## config.mk

```make
export PLATFORM = sky130hd
export DESIGN_NAME = bit_serializer
export DESIGN_NICKNAME = d
export VERILOG_FILES = /design/src/rtl/bit_serializer.sv
export SDC_FILE = /design/constraint.sdc
export NUM_CORES = 1
export LEC_CHECK = 0
export ABC_AREA = 1
export ABC_CLOCK_PERIOD_IN_PS = 3800
export BUFFER_PORTS_ARGS = -buffer_cell sky130_fd_sc_hd__buf_2
export CORE_ASPECT_RATIO = 0.6
export CORE_MARGIN = 2
export CORE_UTILIZATION = 46
export CTS_CLUSTER_DIAMETER = 30
export DETAILED_ROUTE_END_ITERATION = 10
export PLACE_DENSITY = 0.68
export SETUP_SLACK_MARGIN = 0.1
export SYNTH_ARGS = -nofsm -noshare
export SYNTH_HDL_FRONTEND = slang
export SYNTH_SLANG_ARGS = --single-unit
export TNS_END_PERCENT = 5
```

## constraint.sdc

```tcl
create_clock -name clk -period 3.8 [get_ports clk]
set_input_delay 0.19 -clock clk [delete_from_list [all_inputs] [get_ports clk]]
set_output_delay 0.19 -clock clk [all_outputs]
set_load 0.01 [all_outputs]
```

## src/rtl/bit_serializer.sv

```systemverilog
// rtl/bit_serializer.sv - parallel-to-serial stage feeding the downstream retiming flop
//
// Ports:
//   clk       rising-edge clock
//   rst       asynchronous active-low reset
//   in_valid  in_data holds a word to transmit
//   in_data   parallel word, captured on an in_valid/in_ready handshake
//   in_ready  block can accept a word this cycle
//   ser_d     registered serial bit (IDLE_LEVEL when ser_en=0)
//   ser_en    registered qualifier: ser_d carries a data bit
//   busy      state is not IDLE
//   done      one-cycle pulse on the last bit of a word
//   bit_cnt   index of the bit currently on ser_d, 0 when idle

module bit_serializer #(
    parameter int   WIDTH      = 8,
    parameter int   MSB_FIRST  = 1,
    parameter int   GAP_CYCLES = 1,
    parameter logic IDLE_LEVEL = 1'b0
) (
    input  logic             clk,
    input  logic             rst,
    input  logic             in_valid,
    input  logic [WIDTH-1:0] in_data,
    output logic             in_ready,
    output logic             ser_d,
    output logic             ser_en,
    output logic             busy,
    output logic             done,
    output logic [4:0]       bit_cnt
);

    typedef enum logic [1:0] {
        IDLE  = 2'd0,
        SHIFT = 2'd1,
        GAP   = 2'd2
    } state_t;

    localparam logic [4:0] LAST_IDX = 5'(WIDTH - 1);
    localparam logic [3:0] GAP_LOAD = (GAP_CYCLES > 0) ? 4'(GAP_CYCLES - 1) : 4'd0;

    state_t           state;
    state_t           state_nxt;
    logic [WIDTH-1:0] shift_reg;
    logic [3:0]       gap_cnt;
    logic             last_bit;
    logic             take;

    // The register holds the bits still to be emitted; the bit now on ser_d
    // has already been shifted out of it.
    function automatic logic first_bit(input logic [WIDTH-1:0] w);
        return (MSB_FIRST != 0) ? w[WIDTH-1] : w[0];
    endfunction

    function automatic logic [WIDTH-1:0] shift_once(input logic [WIDTH-1:0] w);
        return (MSB_FIRST != 0) ? {w[WIDTH-2:0], 1'b0} : {1'b0, w[WIDTH-1:1]};
    endfunction

    assign last_bit = (state == SHIFT) && (bit_cnt == LAST_IDX);
    assign take     = in_valid && in_ready;

    // State register
    always_ff @(posedge clk or negedge rst) begin
        if (!rst) begin
            state <= IDLE;
        end else begin
            state <= state_nxt;
        end
    end

    // Next-state logic
    always_comb begin
        state_nxt = state;
        case (state)
            IDLE: begin
                if (take) begin
                    state_nxt = SHIFT;
                end
            end
            SHIFT: begin
                if (last_bit) begin
                    if (GAP_CYCLES > 0) begin
                        state_nxt = GAP;
                    end else if (take) begin
                        state_nxt = SHIFT;
                    end else begin
                        state_nxt = IDLE;
                    end
                end
            end
            GAP: begin
                if (gap_cnt == 4'd0) begin
                    state_nxt = IDLE;
                end
            end
            default: state_nxt = IDLE;
        endcase
    end

    // Outputs decoded from state; in_ready is held low throughout reset.
    always_comb begin
        in_ready = 1'b0;
        busy     = 1'b0;
        done     = 1'b0;
        if (rst) begin
            in_ready = (state == IDLE) || ((GAP_CYCLES == 0) && last_bit);
        end
        busy = (state != IDLE);
        done = last_bit;
    end

    // Datapath: serial output, shift register, bit index and gap timer
    always_ff @(posedge clk or negedge rst) begin
        if (!rst) begin
            shift_reg <= '0;
            ser_d     <= IDLE_LEVEL;
            ser_en    <= 1'b0;
            bit_cnt   <= 5'd0;
            gap_cnt   <= 4'd0;
        end else if (take) begin
            // First bit goes straight to ser_d on the handshake edge.
            shift_reg <= shift_once(in_data);
            ser_d     <= first_bit(in_data);
            ser_en    <= 1'b1;
            bit_cnt   <= 5'd0;
        end else if (state == SHIFT && !last_bit) begin
            shift_reg <= shift_once(shift_reg);
            ser_d     <= first_bit(shift_reg);
            bit_cnt   <= bit_cnt + 5'd1;
        end else if (state == SHIFT) begin
            ser_d     <= IDLE_LEVEL;
            ser_en    <= 1'b0;
            bit_cnt   <= 5'd0;
            gap_cnt   <= GAP_LOAD;
        end else if (state == GAP && gap_cnt != 4'd0) begin
            gap_cnt   <= gap_cnt - 4'd1;
        end
    end

endmodule

```

==> metrics.txt <==
Non-Filler Instances=around 170; CP max stage cell=dlygate4sd3_1; Final Skew=0.00296 ns; Clock transition at path regs=0.07 ns; Synth top area share=46.8%; CTS Hold Bufs=1; CP endpoint kind=output port; Worst-Margin Slew=0.475 ns; Hold Path Stages=3; DR iter-0 viols=54; maximum clock path buffer count=2; Clock power frac=18.1%; initial antenna violation count=0; VDD IR-drop max=0.383 mV; ANT nets after route=0; worst hold slack=between 0.15 and 0.2 ns; most frequent cell on the critical path=buf_2; FF/Latch Area=~500 µm²; Seq cells post-synth=20; highest clock rate=540 MHz; WP data arrival=1.66 ns; critical path buffer and inverter count=4; WS Path Type=in2out; Pleak=0.673 nW; Post-Syn Area=between 1000 and 1500 µm²; DRC=0; R2R cell count=7; reg2reg setup slack=~2.4 ns; cell-internal power=0.513 mW; Detailed Place HPWL=1560 µm; die area=around 2700 µm²; Sink Count=20; first drt pass iteration count=4; GR Util All Layers=17.8%; worst-path cell chain=dlygate4sd3_1 -> buf_2 -> inv_1 -> nor2_8 -> buf_2; hold_sp=in_data[0]; vias per cell=5.04; Largest register FFs=7; wirelength, routed=around 2000 µm; setup tns final=0 ns; Slew HR=68.3%; Yosys cell types=23; CTS tree=yes; Critical Path RT=3.61 ns; area occupied by multi-input gates=around 500 µm²; Area Growth Syn to Fin=17.4%; worst-path fanout max=22; switching power=0.369 mW; Placed Cells=169; synth top area cells=dfrtp_1, nand3_1, nand2_1, nor2_8, inv_1; count leader, synth=nand3_1; dpl cell area=about 1200 µm²; syn_nets=134; asr flop ratio synth=100%; clk root buf=clkbuf_8; Synth Warn #=0; register area share after synthesis=46.8%; # rows=13; Synth Instances=about 120; Reg power frac=39.6%; global-route wire length before repair=3420 µm; top cells by count, synth=nand3_1, nand2_1, dfrtp_1; pre-CTS WS=2.37 ns; worst r2r dst=shift_reg[5]; layout cells sized above 1=29.9%; Gate power share=42.3%; I/O Buffers=20; H-tree depth=1; number of flops mapped to enable cells by yosys=0; largest area contributor in the netlist=dfrtp_1; Power Dens Cells=702 nW/µm²; Slowest Stage Delay on Critical Path=0.52 ns; final setup fails=0; startpoint type of the worst setup path=input port; Core Footprint=about 2200 µm²; routed len/inst=11.7 µm; fin crit period=approximately 1.9 ns; largest delay contributor family on the critical path=buffers and inverters; HP Class=in2reg; Worst-Skew Late Latency=0.26 ns; chip width=66.3 µm; Total Power=approximately 0.88 mW; FILL cells=217; GPL Wtd Cong=0.784; vias=877; largest net degree at the start of global routing=23; Most used DFF post-synth=dfrtp_1; setup ws final=1.95 ns; status=finished clean; setup repair bufs after CTS=0; RSZ-0062 raised after global routing=false; die span in y=41.4 µm; source of the worst register-to-register timing path=bit_cnt[0]; Switching Share=41.8%; fin crit share=between 40% and 50%; TritonCTS buffer count=3; final slew viol count=0; post_cts resized=0; Final Hold Viols=0; number of global-route vias before repair=719; Finished Cell Area=roughly 1300 µm²; I/O pins=21; Final Util=57.6%; Hold Path Sink=shift_reg[1]; max_cap viols=0; total gr overflow=0; Layout Nets=158; Initial Utilization=49.1%; Syn Area/Cell=8.84 µm²; Inserted Diodes=0
==> final cells by class <==
| cell class | instances | share of cell area, % |
|---|---|---|
| Clock buffer | 4 | 4.38 |
| Inverter | 14 | 4.38 |
| Multi-Input combinational cell | 85 | 39.6 |
| Sequential cell | 20 | 39.8 |
| Tap cell | 30 | 2.99 |
| Timing Repair Buffer | 21 | 8.77 |
==> worst reg2reg max path, stage by stage, from the launching register on <==
cell and delay (ns):
dfrtp_1 0.44, ha_1 0.23, nand2_1 0.10, inv_2 0.08, nand2_4 0.11, nand2_4 0.11, nand3_1 0.10, nand3_1 0.09
==> worst max-delay path by stage <==
stage,startpoint,endpoint,cells past startpoint
floorplan,bit_cnt[0],bit_cnt[4],8
global placement,rst,bit_cnt[3],6
detailed placement,rst,bit_cnt[2],6
CTS,rst,in_ready,5
global route,rst,in_ready,5
finish,rst,in_ready,5
==> power by group through the flow <==
stage | logic (mW) | registers [mW] | clock network [mW]
2_1_floorplan | 0.265 | 0.356 | 0
3_3_place_gp | 0.369 | 0.350 | 0
3_5_place_dp | 0.376 | 0.353 | 0
4_1_cts | 0.378 | 0.349 | 0.164
5_1_grt | 0.422 | 0.361 | 0.173
6_report | 0.373 | 0.349 | 0.160
==> cells by family after synthesis <==
group / Yosys count / synth area share [%]
adders and majority gates: 2 / 2.34
muxes: 1 / 0.936
xor gates and xnor gates: 1 / 0.819
DFF: 20 / 46.8
AOI/OAI and AO/OA: 4 / 2.22
buffers and inverters: 16 / 6.67
and+or+nand+nor: 77 / 40.2
==> cell usage in the layout, fill, tap and decap left out <==
cell / netlist / layout
buf_2: 1 / 20
clkbuf_8: 0 / 4
dfrtp_1: 20 / 20
dlygate4sd3_1: 0 / 1
ha_1: 2 / 2
inv_1: 8 / 8
inv_2: 5 / 5
inv_4: 1 / 1
mux2i_1: 1 / 1
nand2_1: 23 / 23
nand2_2: 2 / 2
nand2_4: 2 / 2
nand3_1: 37 / 37
nand3_2: 2 / 2
nand3_4: 1 / 1
nand3b_1: 1 / 1
nand4_1: 2 / 2
nor2_1: 2 / 2
nor2_2: 3 / 3
nor2_8: 2 / 2
o21ai_0: 1 / 1
o21ai_1: 2 / 2
o21ai_2: 1 / 1
xnor2_1: 1 / 1
==> routing by layer <==
metal / up-vias / GRT usage (%) / part of all wire, %
met1: 400 / 26.0 / 51
met3: 4 / 5.65 / 6.8
met4: 0 / 6.12 / 1.5
met2: 24 / 24.8 / 41
met5: - / 0 / 0
li1: 449 / - / -
No activity file was read; power rests on OpenSTA's default activity.
